[config.mk]
export PLATFORM = sky130hd
export DESIGN_NAME = des_round_ctrl
export DESIGN_NICKNAME = d
export VERILOG_FILES = /design/src/rtl/des_ctrl_pkg.sv /design/src/rtl/des_shift_rom.sv /design/src/rtl/des_round_ctrl.sv
export SDC_FILE = /design/constraint.sdc
export NUM_CORES = 1
export LEC_CHECK = 0
export ABC_AREA = 1
export CAP_MARGIN = 0
export CORE_MARGIN = 1.5
export CORE_UTILIZATION = 42
export CTS_CLUSTER_SIZE = 20
export DETAILED_ROUTE_END_ITERATION = 8
export PLACE_DENSITY = 0.77
export SETUP_SLACK_MARGIN = 0.2
export SLEW_MARGIN = 20
export SYNTH_ARGS = -nofsm -noshare
export SYNTH_HDL_FRONTEND = slang
export SYNTH_SLANG_ARGS = --single-unit
export TNS_END_PERCENT = 5
[constraint.sdc]
create_clock -name clk -period 1.2 [get_ports clk]
set_input_delay 0.18 -clock clk [delete_from_list [all_inputs] [get_ports clk]]
set_output_delay 0.18 -clock clk [all_outputs]
set_load 0.05 [all_outputs]
[src/rtl/des_ctrl_pkg.sv]
// Shared types and constants for the iterative DES round sequencer.
// Shift tables hold the per-round C/D rotation amounts for each direction.
package des_ctrl_pkg;

    typedef enum logic [1:0] {
        IDLE  = 2'd0,
        ROUND = 2'd1,
        DONE  = 2'd2
    } state_e;

    localparam int NUM_ROUNDS_MAX = 16;

    localparam logic [1:0] ENC_SHIFT [NUM_ROUNDS_MAX] = '{
        2'd1, 2'd1, 2'd2, 2'd2, 2'd2, 2'd2, 2'd2, 2'd2,
        2'd1, 2'd2, 2'd2, 2'd2, 2'd2, 2'd2, 2'd2, 2'd1
    };

    // Decrypt starts from the fully rotated key (28 places), so round 0 does not move it.
    localparam logic [1:0] DEC_SHIFT [NUM_ROUNDS_MAX] = '{
        2'd0, 2'd1, 2'd2, 2'd2, 2'd2, 2'd2, 2'd2, 2'd2,
        2'd1, 2'd2, 2'd2, 2'd2, 2'd2, 2'd2, 2'd2, 2'd1
    };

endpackage

[src/rtl/des_shift_rom.sv]
// Combinational key-rotation lookup: round index and direction to shift amount.
// Also used by the key-schedule verifier, so it carries no gating of its own.
module des_shift_rom
    import des_ctrl_pkg::*;
(
    input  logic [3:0] round_idx_i,
    input  logic       mode_dec_i,
    output logic [1:0] shift_amt_o,
    output logic       shift_right_o
);

    always_comb begin
        shift_amt_o   = mode_dec_i ? DEC_SHIFT[round_idx_i] : ENC_SHIFT[round_idx_i];
        shift_right_o = mode_dec_i;
    end

endmodule

[src/rtl/des_round_ctrl.sv]
// Sequencer for a one-round-per-clock DES engine: accepts a block, steps the
// round counter and key rotation, then holds the result until consumed.
module des_round_ctrl
    import des_ctrl_pkg::*;
#(
    parameter int NUM_ROUNDS = 16,
    parameter bit BACK2BACK  = 1'b1
)(
    input  logic       clk,
    input  logic       rst_n,
    input  logic       in_valid_i,
    output logic       in_ready_o,
    input  logic       key_load_i,
    input  logic       mode_dec_i,
    output logic       out_valid_o,
    input  logic       out_ready_i,
    output logic       ld_key_o,
    output logic       ld_data_o,
    output logic       round_en_o,
    output logic [3:0] round_idx_o,
    output logic [1:0] shift_amt_o,
    output logic       shift_right_o,
    output logic       out_en_o,
    output logic       busy_o,
    output logic       err_nokey_o
);

    localparam logic [3:0] LAST_IDX = 4'(NUM_ROUNDS - 1);

    state_e     state_q, state_d;
    logic [3:0] cnt_q, cnt_d;
    logic       key_held_q, key_held_d;
    logic       mode_q, mode_d;

    logic       accept_win;
    logic       accept;
    logic       drop;
    logic       take;
    logic [1:0] rom_amt;
    logic       rom_right;

    // A block can enter from IDLE, or from DONE in the very cycle the result leaves.
    assign accept_win = (state_q == IDLE) ||
                        (BACK2BACK && (state_q == DONE) && out_ready_i);
    assign accept     = in_valid_i && accept_win;
    assign drop       = accept && !key_load_i && !key_held_q;
    assign take       = accept && !drop;

    des_shift_rom u_shift_rom (
        .round_idx_i   (cnt_q),
        .mode_dec_i    (mode_q),
        .shift_amt_o   (rom_amt),
        .shift_right_o (rom_right)
    );

    always_ff @(posedge clk or negedge rst_n) begin
        if (!rst_n) begin
            state_q    <= IDLE;
            cnt_q      <= 4'd0;
            key_held_q <= 1'b0;
            mode_q     <= 1'b0;
        end else begin
            state_q    <= state_d;
            cnt_q      <= cnt_d;
            key_held_q <= key_held_d;
            mode_q     <= mode_d;
        end
    end

    always_comb begin
        state_d    = state_q;
        cnt_d      = cnt_q;
        key_held_d = key_held_q;
        mode_d     = mode_q;
        if (take) begin
            cnt_d  = 4'd0;
            mode_d = mode_dec_i;
            if (key_load_i) key_held_d = 1'b1;
        end
        case (state_q)
            IDLE: begin
                if (take) state_d = ROUND;
            end
            ROUND: begin
                cnt_d = cnt_q + 4'd1;
                if (cnt_q == LAST_IDX) state_d = DONE;
            end
            DONE: begin
                if (out_ready_i) state_d = take ? ROUND : IDLE;
            end
            default: state_d = IDLE;
        endcase
    end

    always_comb begin
        in_ready_o    = 1'b0;
        out_valid_o   = 1'b0;
        round_en_o    = 1'b0;
        round_idx_o   = 4'd0;
        shift_amt_o   = 2'd0;
        shift_right_o = 1'b0;
        out_en_o      = 1'b0;
        busy_o        = 1'b0;
        ld_data_o     = take;
        ld_key_o      = take && key_load_i;
        err_nokey_o   = drop;
        case (state_q)
            IDLE: in_ready_o = 1'b1;
            ROUND: begin
                round_en_o    = 1'b1;
                round_idx_o   = cnt_q;
                shift_amt_o   = rom_amt;
                shift_right_o = rom_right;
                out_en_o      = (cnt_q == LAST_IDX);
                busy_o        = 1'b1;
            end
            DONE: begin
                out_valid_o = 1'b1;
                in_ready_o  = BACK2BACK && out_ready_i;
            end
            default: ;
        endcase
    end

endmodule

==> summary.txt, run 1 <==
Die
  – Die height: slightly below 40 um
  – Row count: 12
  – Die width: ~40 um
  – Starting Density: about 48%
  – I/O pin count: 21

Synth
  – Yosys top cell by area: dfrtp_1
  – Post-synth EDFFs: 0
  – Post-Synth Simple-Gate Area: about a third
  – Synth area leaders: dfrtp_1, nand2_1, ha_1
  – Async set-reset flop share out of synthesis: 100.0%
  – Synth unique cells: 18
  – Post-synthesis sequential area ratio: between 30% and 40%
  – Avg Cell Area, Syn: 7.111 um^2
  – Post-synthesis xor/xnor area fraction: 0%
  – Synth Instances: slightly below 80
  – Post-synthesis mux area share: 0%
  – Top-count cell post-synth: nand2_1
  – Synth top cells by count: nand2_1, inv_1, nor2_1
  – Syn nets: ~90
  – Yosys warning total: 0
  – Synth Area in Adders: slightly below 9%
  – Largest family of logic cells by synthesized area: simple AND/OR/NAND/NOR gates
  – Synth Area in Compound Gates: under 10%
  – Ys flop type: dfrtp_1
  – Share of the synthesized area in the top cell type: a little over a third
  – FF+latch count, synth: 8
  – Mapped Area: 561.8 um^2

Clocking
  – Setup bufs post-CTS: 4
  – H-tree depth: 1
  – Cts repair resizes: 27
  – Root Buffer: clkbuf_4
  – Cts bufs inserted: 3
  – Sink Count: 8
  – CTS Hold Bufs: 0
  – Clock buffer depth: 2

Place
  – Area after DPL: approximately 1100 um^2
  – Port bufs: 20
  – GPL Wtd Cong: 0.8786
  – DP Wirelength: approximately 1.9 mm
  – Place WS: -300.7 ps

Outcome
  – Stop stage: clock tree synthesis (4_1_cts)
  – Error: [ERROR DPL-0038] Utilization greater than 100%, impossible to legalize
  – Status: stopped before the end
-- logic make-up after synthesis --
group	after synthesis
AND/OR/NAND/NOR	42
buffers and inverters	16
AO/OA/AOI/OAI	9
flip-flops	8
adder cells (fa/ha/maj)	4
-- stage by stage --
step / cells / utilization (%) / hold slack (ps)
after floorplan: 79 / - / -115.6
after global placement: 128 / 95.41 / 457.4
after detailed placement: 128 / 95.41 / 468.4
==> inputs of run 2 (changes only) <==
--- a/config.mk
+++ b/config.mk
@@ -7,12 +7,10 @@
 export LEC_CHECK = 0
 export ABC_AREA = 1
 export CAP_MARGIN = 0
-export CORE_MARGIN = 1.5
-export CORE_UTILIZATION = 42
-export CTS_CLUSTER_SIZE = 20
+export CORE_AREA = 2 2 63 65
 export DETAILED_ROUTE_END_ITERATION = 8
-export PLACE_DENSITY = 0.77
-export SETUP_SLACK_MARGIN = 0.2
+export DIE_AREA = 0 0 65 67
+export PLACE_DENSITY_LB_ADDON = 0.15
 export SLEW_MARGIN = 20
 export SYNTH_ARGS = -nofsm -noshare
 export SYNTH_HDL_FRONTEND = slang
==> run 2 against run 1 <==
  * The flow now finishes, with violations (negative setup slack)
  * Synthesized cell count is the same
  * Area after synthesis unchanged
==> summary.txt, run 2 <==
Timing
  – Worst Max-Slew Pin Slew: roughly 370 ps
  – Tcrit/Tclk final: 127.1%
  – Tmin final: 1525 ps
  – Final setup skew: slightly below 8 ps
  – Final WS setup: -325.2 ps
  – Final max-slew violation count: 0
  – # setup viols final: 15
  – TNS Setup: -2884 ps
  – Final Hold Fails: 0
  – Fmax: approximately 660 MHz
  – RSZ-0062 raised after global routing: yes
  – Hold slack: 232.8 ps
  – Max-slew headroom: about three quarters

Layout
  – N_diodes: 0
  – Commonest non-fill, non-tap cell in the layout: buf_4
  – Most frequent cells in the layout: buf_4, nand2_1, buf_12, nor2_4, inv_1
  – Final instance area: 1371 um^2
  – Area delta synth->final: 144.1%
  – Top flop regs: cnt_q x4, state_q x2
  – Final #Nets: between 100 and 150
  – Layout cells sized above 1: approximately 61%
  – Largest Register: cnt_q
  – Filler Cell Count: approximately 390
  – Number of flip-flops under the largest register name: 4

Drt
  – WL per Instance: roughly 9.4 um
  – DRT Pass-1 Iters: 4
  – Post-route DRC: 0
  – Wirelength, routed: 1.636 mm
  – Drt first-iter violations: 15
  – DR vias: 655
  – Antenna Violating Nets Remaining: 0
  – Post-DR vias/cell: ~3.8

Synth
  – Post-synthesis sequential area ratio: 35.63% (unchanged)
  – FF+latch count, synth: 8 (unchanged)
  – Mapped Area: 561.8 um^2 (unchanged)
  – Post-synth EDFFs: 0 (unchanged)
  – Synth top cells by count: nand2_1, inv_1, nor2_1
  – Synth Area in Adders: 8.909% (unchanged)
  – Async set-reset flop share out of synthesis: 100.0% (unchanged)
  – Ys flop type: dfrtp_1
  – Syn nets: 89 (unchanged)
  – Post-synthesis xor/xnor area fraction: 0% (unchanged)
  – Synth Instances: 79 (unchanged)
  – Post-synthesis mux area share: 0% (unchanged)
  – Yosys top cell by area: dfrtp_1
  – Post-Synth Simple-Gate Area: 33.41% (unchanged)
  – Share of the synthesized area in the top cell type: 35.63% (unchanged)
  – Avg Cell Area, Syn: 7.111 um^2 (unchanged)
  – Top-count cell post-synth: nand2_1
  – Yosys warning total: 0 (unchanged)
  – Synth unique cells: 18 (unchanged)
  – Synth area leaders: dfrtp_1, nand2_1, ha_1
  – Synth Area in Compound Gates: 8.241% (unchanged)
  – Largest family of logic cells by synthesized area: simple AND/OR/NAND/NOR gates

Die
  – Die area: about 4400 um^2
  – Core ar.: approximately 3600 um^2
  – Die width: 65 um (+64%)
  – Row count: 22 (+10)
  – Die height: 67 um (+69%)
  – I/O pin count: 21 (unchanged)
  – Starting Density: 15.58% (-32 points)

Place
  – DP Wirelength: 1.342 mm (-29%)
  – GPL Wtd Cong: 0.7922 (-9.8%)
  – Place WS: -219.3 ps (+81.42 ps)
  – Area after DPL: 1197 um^2 (+7.2%)
  – Port bufs: 20 (unchanged)

Setup path
  – Slowest CP cell: dfrtp_2
  – CP cell instances: inv_2 > ha_4 > nand2_1 > nand3_2 > o21ai_2 > nor2_4 > buf_12
  – CP max FO: 4
  – CP Class: reg -> out
  – WP data arrival: approximately 1400 ps
  – CP endpoint kind: primary output
  – Bufs and invs on worst path: 2
  – Worst path max stage delay: between 400 and 500 ps
  – Crit start category: register
  – Req. time, crit path: about 1000 ps
  – CP top delay family: flip-flops

Clocking
  – Sink Count: 8 (unchanged)
  – Clock buffer depth: 2 (unchanged)
  – CTS tree: built
  – Clock-pin slew on the worst setup and hold paths: 40 ps
  – Cts bufs inserted: 3 (unchanged)
  – Skew-Pair Late Insertion Delay: 230 ps
  – Root Buffer: clkbuf_8
  – H-tree depth: 1 (unchanged)

Global route
  – Largest net degree at the start of global routing: 9
  – Total grt overflow: 0
  – GRT Resource Usage Total: ~8.3%
  – Number of global-route vias before repair: 662
  – Initial antenna violation count: 0
  – Global-route wire length before repair: 2.787 mm

Outcome
  – Status: complete, but fails checks
  – Failing checks: negative setup slack

Worst hold path
  – Hold Crit Class: in -> async

Run
  – # Max-Cap Violations: 0
-- run 2: cell counts after synthesis --
No cell type changed its count.
-- run 2: through the flow --
step | std cells | utilization, %
detailed placement | 167 | 33.21
global route | 174 | 38.03
finish | 174 | 38.03
floorplan | 79 | -
CTS | 173 | 37.30
global placement | 167 | 33.21
-- run 2: cell families after synthesis --
| group | Yosys count |
|---|---|
| flops | 8 |
| buf+inv | 16 |
| simple gates | 42 |
| compound gates | 9 |
| fa+ha+maj | 4 |
-- run 2: final cells by class --
cell class	count	area (um^2)	area share (%)
clock buffers	4	45.04	3.285
multi-input cells	55	446.7	32.57
repair buffers	46	565.5	41.24
well taps	48	60.06	4.380
flip-flops and latches	8	202.7	14.78
inverters	13	51.30	3.741
-- run 2: worst register-to-register path, stage by stage, from the launching register on --
cell and delay (ps):
dfrtp_2 390, ha_2 210, buf_4 130, nand3_4 90
buf_4 140, nand2_1 60, nand2_1 50
-- run 2: timing repair --
action / 4_1_cts / 5_1_grt
pin swaps: 7 / 2
resized for setup: 24 / 4
hold buffers: 0 / 0
setup endpoints to repair: 17 / 20
cloned: 0 / 0
setup buffers: 2 / 1
-- run 2: routing by layer --
layer  up-vias  global-route usage [%]  routed length (um)
met5         -                       0                   0
met4         0                   1.862                   4
met3         2                   3.378                  86
met2        10                   14.69                 889
met1       297                   9.359                 656
li1        346                       -                   -
-- run 2: worst paths after layout --
kind / startpoint / endpoint / cells after the start / slack [ps]
setup / recovery: cnt_q[0] / shift_amt_o[0] / 7 / -330
hold / removal: rst_n / state_q[1] / 1 / 230
setup reg to reg: cnt_q[0] / state_q[0] / 6 / 20
hold reg to reg: key_held_q / key_held_q / 2 / 470
max in group asynchronous: rst_n / cnt_q[0] / 1 / 670
min in group clk: key_held_q / key_held_q / 2 / 470
Power of run 2 is not shown: default switching activity piles up to over one toggle a cycle in this logic, so the estimate is an artifact.
